===== config.mk =====
export PLATFORM = sky130hd
export DESIGN_NAME = word_deser_rx_flat
export DESIGN_NICKNAME = d
export VERILOG_FILES = /design/src/rtl/word_deser_rx_if.sv /design/src/rtl/word_deser_rx.sv /design/src/flat_wrapper.sv
export SDC_FILE = /design/constraint.sdc
export NUM_CORES = 1
export LEC_CHECK = 0
export ABC_CLOCK_PERIOD_IN_PS = 2400
export BUFFER_PORTS_ARGS = -buffer_cell sky130_fd_sc_hd__buf_2
export CORE_UTILIZATION = 46
export CTS_CLUSTER_SIZE = 8
export DETAILED_ROUTE_END_ITERATION = 10
export HOLD_SLACK_MARGIN = 0.15
export PLACE_DENSITY = 0.71
export SLEW_MARGIN = 25
export SYNTH_ARGS = -nofsm -noshare
export SYNTH_HDL_FRONTEND = slang
export SYNTH_SLANG_ARGS = --single-unit

===== constraint.sdc =====
create_clock -name clk -period 2.4 [get_ports clk]
set_clock_uncertainty 0.1 [all_clocks]
set_input_delay 0.36 -clock clk [delete_from_list [all_inputs] [get_ports clk]]
set_output_delay 0.36 -clock clk [all_outputs]
set_load 0.01 [all_outputs]

===== src/rtl/word_deser_rx_if.sv =====
// Serial-in / word-out bundle for word_deser_rx: bit stream from the source,
// rebuilt word with valid/ready handshake, and status back to the consumer.
interface word_deser_rx_if #(
  parameter int unsigned WORD_W = 32,
  parameter int unsigned CNT_W  = 16
);
  logic              sdi;
  logic              sdi_valid;
  logic              frame_start;
  logic [WORD_W-1:0] word_o;
  logic              word_valid_o;
  logic              word_ready_i;
  logic              match_o;
  logic [CNT_W-1:0]  match_cnt_o;
  logic [CNT_W-1:0]  err_cnt_o;
  logic              busy_o;
  logic              overrun_o;

  // Source/consumer side (drives the bit stream and accepts words).
  modport master (
    output sdi, sdi_valid, frame_start, word_ready_i,
    input  word_o, word_valid_o, match_o, match_cnt_o, err_cnt_o, busy_o, overrun_o
  );

  // Receiver side.
  modport slave (
    input  sdi, sdi_valid, frame_start, word_ready_i,
    output word_o, word_valid_o, match_o, match_cnt_o, err_cnt_o, busy_o, overrun_o
  );
endinterface


===== src/rtl/word_deser_rx.sv =====
// Deserializer/checker for the constant-word link: rebuilds MSB-first frames,
// compares against EXPECT and keeps saturating counters. Optional even parity
// bit per frame enabled with `define WORD_DESER_RX_PARITY_EN.
module word_deser_rx #(
  parameter int unsigned WORD_W = 32,
  parameter logic [31:0] EXPECT = 32'h0000ABCD,
  parameter int unsigned CNT_W  = 16
) (
  input  logic           clk,
  input  logic           rst_n,
  word_deser_rx_if.slave bus
);

  typedef logic [WORD_W-1:0] word_t;
  typedef logic [CNT_W-1:0]  cnt_t;

  localparam word_t EXP_WORD = WORD_W'(EXPECT);

`ifdef WORD_DESER_RX_PARITY_EN
  localparam int unsigned FRAME_LEN = WORD_W + 1;
`else
  localparam int unsigned FRAME_LEN = WORD_W;
`endif
  localparam int unsigned BC_W = $clog2(FRAME_LEN + 1);
  localparam logic [BC_W-1:0] LAST_BIT = BC_W'(FRAME_LEN - 1);

  typedef enum logic [1:0] {IDLE, SHIFT, HOLD} state_t;

  state_t          state;
  logic [BC_W-1:0] bit_cnt;
  word_t           shreg;
  word_t           word_q;
  logic            word_valid_q;
  logic            match_q;
  cnt_t            match_cnt_q;
  cnt_t            err_cnt_q;
  logic            overrun_q;

  logic  start_bit;
  logic  handshake;
  word_t shifted;
  word_t final_word;
  logic  final_match;

  function automatic cnt_t sat_inc(input cnt_t v);
    return (v == '1) ? v : v + CNT_W'(1);
  endfunction

  assign start_bit = bus.sdi_valid & bus.frame_start;
  assign handshake = word_valid_q & bus.word_ready_i;
  assign shifted   = WORD_W'({shreg, bus.sdi});

`ifdef WORD_DESER_RX_PARITY_EN
  logic par_q;

  // Running XOR since the last frame_start; only consumed while in SHIFT.
  always_ff @(posedge clk or negedge rst_n) begin
    if (!rst_n) begin
      par_q <= 1'b0;
    end else if (bus.sdi_valid) begin
      par_q <= start_bit ? bus.sdi : (par_q ^ bus.sdi);
    end
  end

  // Last bit is parity: data already complete in shreg, bad parity forces a mismatch.
  assign final_word  = shreg;
  assign final_match = (shreg == EXP_WORD) && !(par_q ^ bus.sdi);
`else
  assign final_word  = shifted;
  assign final_match = (shifted == EXP_WORD);
`endif

  // Frame FSM with registered word, flags and counters.
  always_ff @(posedge clk or negedge rst_n) begin
    if (!rst_n) begin
      state        <= IDLE;
      bit_cnt      <= '0;
      shreg        <= '0;
      word_q       <= '0;
      word_valid_q <= 1'b0;
      match_q      <= 1'b0;
      match_cnt_q  <= '0;
      err_cnt_q    <= '0;
      overrun_q    <= 1'b0;
    end else begin
      case (state)
        IDLE: begin
          if (start_bit) begin
            shreg   <= WORD_W'(bus.sdi);
            bit_cnt <= BC_W'(1);
            state   <= SHIFT;
          end
        end
        SHIFT: begin
          if (bus.sdi_valid) begin
            if (bus.frame_start) begin
              // Truncated frame: count it and restart on this bit.
              err_cnt_q <= sat_inc(err_cnt_q);
              shreg     <= WORD_W'(bus.sdi);
              bit_cnt   <= BC_W'(1);
            end else if (bit_cnt == LAST_BIT) begin
              word_q       <= final_word;
              match_q      <= final_match;
              word_valid_q <= 1'b1;
              bit_cnt      <= '0;
              state        <= HOLD;
            end else begin
              shreg   <= shifted;
              bit_cnt <= bit_cnt + BC_W'(1);
            end
          end
        end
        HOLD: begin
          if (handshake) begin
            if (match_q) match_cnt_q <= sat_inc(match_cnt_q);
            else         err_cnt_q   <= sat_inc(err_cnt_q);
            word_valid_q <= 1'b0;
            if (start_bit) begin
              shreg   <= WORD_W'(bus.sdi);
              bit_cnt <= BC_W'(1);
              state   <= SHIFT;
            end else begin
              state <= IDLE;
            end
          end else if (start_bit) begin
            overrun_q <= 1'b1;
          end
        end
        default: state <= IDLE;
      endcase
    end
  end

  assign bus.word_o       = word_q;
  assign bus.word_valid_o = word_valid_q;
  assign bus.match_o      = match_q;
  assign bus.match_cnt_o  = match_cnt_q;
  assign bus.err_cnt_o    = err_cnt_q;
  assign bus.overrun_o    = overrun_q;
  assign bus.busy_o       = (state != IDLE);

endmodule


===== src/flat_wrapper.sv =====
// flat-port wrapper written by rule: the top's interface ports become plain ports
module word_deser_rx_flat 
#(
  parameter int unsigned WORD_W = 32,
  parameter logic [31:0] EXPECT = 32'h0000ABCD,
  parameter int unsigned CNT_W  = 16
)
  (clk, rst_n, bus_sdi, bus_sdi_valid, bus_frame_start, bus_word_ready_i, bus_word_o, bus_word_valid_o, bus_match_o, bus_match_cnt_o, bus_err_cnt_o, bus_busy_o, bus_overrun_o);
  word_deser_rx_if #(.WORD_W(WORD_W), .CNT_W(CNT_W)) bus_i ();
  input  logic clk;
  input  logic rst_n;
  input wire logic [$bits(bus_i.sdi)-1:0] bus_sdi;
  input wire logic [$bits(bus_i.sdi_valid)-1:0] bus_sdi_valid;
  input wire logic [$bits(bus_i.frame_start)-1:0] bus_frame_start;
  input wire logic [$bits(bus_i.word_ready_i)-1:0] bus_word_ready_i;
  output wire logic [$bits(bus_i.word_o)-1:0] bus_word_o;
  output wire logic [$bits(bus_i.word_valid_o)-1:0] bus_word_valid_o;
  output wire logic [$bits(bus_i.match_o)-1:0] bus_match_o;
  output wire logic [$bits(bus_i.match_cnt_o)-1:0] bus_match_cnt_o;
  output wire logic [$bits(bus_i.err_cnt_o)-1:0] bus_err_cnt_o;
  output wire logic [$bits(bus_i.busy_o)-1:0] bus_busy_o;
  output wire logic [$bits(bus_i.overrun_o)-1:0] bus_overrun_o;
  assign bus_i.sdi = bus_sdi;
  assign bus_i.sdi_valid = bus_sdi_valid;
  assign bus_i.frame_start = bus_frame_start;
  assign bus_i.word_ready_i = bus_word_ready_i;
  assign bus_word_o = bus_i.word_o;
  assign bus_word_valid_o = bus_i.word_valid_o;
  assign bus_match_o = bus_i.match_o;
  assign bus_match_cnt_o = bus_i.match_cnt_o;
  assign bus_err_cnt_o = bus_i.err_cnt_o;
  assign bus_busy_o = bus_i.busy_o;
  assign bus_overrun_o = bus_i.overrun_o;
  word_deser_rx #(.WORD_W(WORD_W), .EXPECT(EXPECT), .CNT_W(CNT_W)) u_core (.clk(clk), .rst_n(rst_n), .bus(bus_i));
endmodule

### Word level (Yosys, flattened, before mapping)

Cells that the tools add are included.

* bitwise operators: 5
* reduce and logical (&&, ||, !) cells: 12
* $mul: 0
* shift operators: 0
* divide/modulo/power cells: 0
* $add $sub $neg: 3
* equality and inequality tests: 14
* multiplexer cells: 30
* $lt $le $gt $ge: 0

Operators with widths (count)
* 2-to-1 mux 32 bit: 5
* one-hot mux 32 bit (3 select lines): 1
* 2-to-1 mux 16 bit: 5
* adder 16 x 1 -> 16 bit, second input constant: 2
* equality test 16 bit, second input constant: 2
* equality test 32 x 16 -> 1 bit, second input constant: 1
* one-hot mux 16 bit (2 select lines): 1
* 2-to-1 mux 6 bit: 5
* one-hot mux 6 bit (3 select lines): 1
* AND reduction 5 bit: 3
* AND reduction 4 bit: 3
* 2-to-1 mux 2 bit: 5
* inequality test 2 bit, second input constant: 4
* adder 6 x 1 -> 6 bit, second input constant: 1
* equality test 6 x 5 -> 1 bit, second input constant: 1
* inequality test 2 x 1 -> 1 bit, second input constant: 3
* one-hot mux 2 bit (3 select lines): 1
* AND reduction 3 bit: 2
* 2-to-1 mux 1 bit: 5
* nonzero test 2 bit: 2
* inequality test 3 bit, second input constant: 1
* NOT 1 bit: 3
* nonzero test 3 bit: 1
* AND 1 bit: 2
* other kinds (4): 4

* latch bits: 0
* bits in registers: 107
* bits in read-only memories: 0
* memories: 0
* input bits: 6
* bits in writable memories: 0

### Logic depth before layout (Yosys ltp)

* depth after elaboration: 5
* mapped depth: 7
* mapped depth without buffers: 5

### Worst setup path after synthesis

No wires, ideal clock.

* kind: register -> register
* start: register u_core.bit_cnt[0]
* end: register u_core.word_q[10] (netlist: u_core.bus.word_o[10])
* arrival time: 1624 ps
* data required time: 2175 ps
* path buffers: 2
* period minus slack after synthesis: 1849 ps
* stages on the path, launching flop included: 7
* setup slack: 551 ps
* cell sequence: dfrtp_1 -> ha_1 -> and3_1 -> buf_2 -> nand4_4 -> buf_2 -> mux2_2

* word-level cells in the longest chain between the ends: 2

Ends and longest elaborated chain
* from (decl): line word_deser_rx.sv:30 `logic [BC_W-1:0] bit_cnt;`
* from (signal assigned): line word_deser_rx.sv:109 `bit_cnt <= bit_cnt + BC_W'(1);`
* equality test 6 x 5 -> 1 bit: line word_deser_rx.sv:101 `end else if (bit_cnt == LAST_BIT) begin`
* AND reduction 4 bit (no line)
* to (signal assigned): line word_deser_rx.sv:102 `word_q <= final_word;`
* to (decl): line word_deser_rx.sv:32 `word_t word_q;`

No other way between the ends.
A chain may end at the register's enable or synchronous reset.

### Worst setup path in the final report

* start: register u_core.bit_cnt[0]
* end: register u_core.word_q[1] (netlist: u_core.bus.word_o[1])

Same word-level chain as after synthesis.

==> metrics.yaml <==
status: "completed"
rrSetupSlack_ps: 210
maxSlewHeadroom_pct: 58.1
end_kind: "register"
vdd_drop_max_mv: 0.367
io_pins: 74
ys_warn_count: 0
finalCriticalPeriod_ps: 2190
place_hpwl_um: 6180
grt_pass1_vias: 3063
portBuffers: 73
drc: 0
synthToLayoutAreaGrowth_pct: 16.7
comb_power_share_pct: 8.7
finalHoldViolCount: 0
seq_power_share_pct: 57.8
die_area_um2: 10500
swShare_pct: 25.9
grt_pass1_wl_um: 15000
fmax_ghz: 0.458
avgSynthCellArea_um2: 13.1
tns_ps: 0
rsz0062_at_grt: "false"
core_um2: 9770
yosysTopAreaCellShare_pct: 56.9
final_cell_area_um2: 5440
antennaDiodeCount: 0
ant_nets: 0
cts_buffer_depth: 2
cts_made_buffers: 9
wire_per_inst_um: 16.1
rows: 36
synth_edf_count: 0
dr.first_iter.drc_count: 145
htree_levels: 3
antenna_found_initial: 0
min_path_type: "in2reg"
cts.sinks: 106
die_w_um: 103
crit_arrival_ps: 2340
async_reset_ff_share_pct: 100
synth_fp_nets: 365
ys_ff_latch: 106
start_kind: "register"
root_buffer: "clkbuf_8"
power.switching_uw: 862
post_cts_buffers: 0
path_class: "reg2reg"
overflow: 0
path_clk_slew_ps: 100
syn_inst: 356
start_util_pct: 47.7
syn_area_um2: 4660
seq_area_frac_synth_pct: 56.9
cts_tree: "done"
viasPerCell: 5.60
synth_top_area_cell: "dfrtp_1"
grt_util_all_layers_pct: 18.5
p_leak_uw: 0.00278
dr.pass1.iters: 4
maxSlewViolCount: 0
fin_crit_sh_pct: 91.1
worst_skew_pair.late_latency_ps: 360
place_congestion: 0.803
cell_internal_pwr_uw: 2470
p_per_area_nw_per_um2: 612
die_h_um: 103
drive_gt1_share_pct: 38.6
worstPathRequired_ps: 2560
vias: 3223
worstMarginPinSlew_ps: 627
dpl_cell_area_um2: 5190
path_max_fanout: 18
max_cap_violations: 0
synth_cell_types: 57
grt_max_degree: 60
setup_viol: 0
synth.area.top_cells: "dfrtp_1 57%, mux2_2 7.7%, a22o_2 5.6%"
synth_ff_type: "dfrtp_1"
p_clk_share_pct: 33.4
nets: 447
drt-total-wl_um: 9250
==> cell usage after synthesis (all sizes together) (4+ instances only) <==
| cell type | count |
|---|---|
| and3 | 8 |
| a31oi | 4 |
| o21ai | 13 |
| nand2 | 21 |
| xnor2 | 13 |
| xor2 | 15 |
| buf | 13 |
| a22o | 31 |
| dfrtp | 106 |
| nor2 | 4 |
| nor3 | 6 |
| mux2 | 36 |
| and4 | 5 |
| nand3 | 12 |
| o211ai | 4 |
| a211oi | 5 |
| nand3b | 4 |
| nor4 | 8 |
| nand4 | 11 |
==> worst paths after layout <==
kind / from / endpoint / depth (start not counted)
worst max-delay path: u_core.bit_cnt[0] / u_core.bus.word_o[1] / 4
worst max register to register: u_core.bit_cnt[0] / u_core.bus.word_o[1] / 4
max in group asynchronous: rst_n / u_core.bus.err_cnt_o[0] / 3
worst min-delay path: bus_frame_start / u_core.bus.overrun_o / 3
min in group asynchronous: rst_n / u_core.bus.match_cnt_o[15] / 2
worst min register to register: u_core.bit_cnt[5] / u_core.bit_cnt[5] / 1
==> cell usage in the layout, fill, tap and decap left out, types with 4 or more instances in the layout <==
master | netlist | final
xor2_1 | 15 | 15
nor4_1 | 7 | 7
xnor2_1 | 13 | 13
dfrtp_1 | 106 | 106
clkbuf_8 | 0 | 9
nand2_1 | 20 | 20
buf_4 | 1 | 7
buf_2 | 9 | 72
a211oi_1 | 4 | 4
nor2_1 | 4 | 4
mux2_2 | 32 | 32
and3_1 | 8 | 8
o21ai_0 | 10 | 10
and4_1 | 5 | 5
o211ai_1 | 4 | 4
nand3_1 | 11 | 11
a22o_2 | 26 | 26
a22o_1 | 5 | 5
nand4_1 | 8 | 8
nand3b_1 | 4 | 4
nor3_1 | 6 | 6
a31oi_1 | 4 | 4
==> power groups by stage <==
| stage | Sequential, uW | Clock, uW | Combinational [uW] |
|---|---|---|---|
| floorplan | 1960 | 0 | 135 |
| global placement | 1950 | 0 | 280 |
| detailed placement | 1960 | 0 | 287 |
| CTS | 1920 | 1150 | 294 |
| global route | 1940 | 1210 | 328 |
| finish | 1920 | 1110 | 290 |
==> worst max-delay path, cell delays in order (launching register included) <==
cell and delay [ps]:
dfrtp_1 400, ha_1 200, and3_1 470, nand4_4 440, mux2_1 460
==> area by class of cell <==
type                       count  area, um^2
fill                         875        4340
sequential                   106        2650
multi-input combinational    235        1930
timing repair buffer          83         473
tap                          133         166
clock buffer                  10         128
clock inverter                 6        71.3
inverter                       3        11.3
==> state kept, by name, summed over array words and instances, names as in the netlist <==
register                 flops
u_core.bus.word_valid_o      1
u_core.state                 2
u_core.bus.err_cnt_o        16
u_core.bus.match_cnt_o      16
u_core.bus.overrun_o         1
u_core.bus.word_o           32
u_core.bit_cnt               6
u_core.shreg                31
u_core.bus.match_o           1
==> logic make-up (layout without fill, tap and decap cells) <==
kind of cell / count (synthesis) / in the layout / share of synthesized area [%]
AO/OA/AOI/OAI: 69 / 69 / 12.3
XOR/XNOR: 28 / 28 / 5.26
adder cells (fa/ha/maj): 3 / 3 / 0.806
buffers and inverters: 16 / 102 / 2.10
flip-flops: 106 / 106 / 56.9
multiplexers: 37 / 37 / 9.00
AND/OR/NAND/NOR: 97 / 98 / 13.6
==> per-stage QoR <==
step           instances  setup WS [ps]  hold WS (ps)  power [uW]  util, %
2_1_floorplan        356            551         -35.6        2100        -
5_1_grt              576            112           263        3480     55.6
6_report             576            214           258        3330     55.6
3_3_place_gp         557            151           181        2230     53.1
3_5_place_dp         557           64.4           187        2240     53.1
4_1_cts              575           61.8           236        3370     55.4
==> timing repair <==
item | 4_1_cts | 5_1_grt
endpoints found under the hold margin | 22 | 0
resized for setup | 0 | 1
hold buffers | 2 | 0
endpoints found under the setup margin | 0 | 32
==> routing by layer <==
layer  wire length, um  share of wire [%]  vias up  global-route usage (%)
li1                  -                  -     1511                       -
met2              4410                 48       60                    29.6
met4                70               0.76        0                    5.71
met1              4410                 48     1644                    25.1
met3               366                4.0        8                    4.27
met5                 0                  0        -                       0
Power figures use the tool's default switching activity.
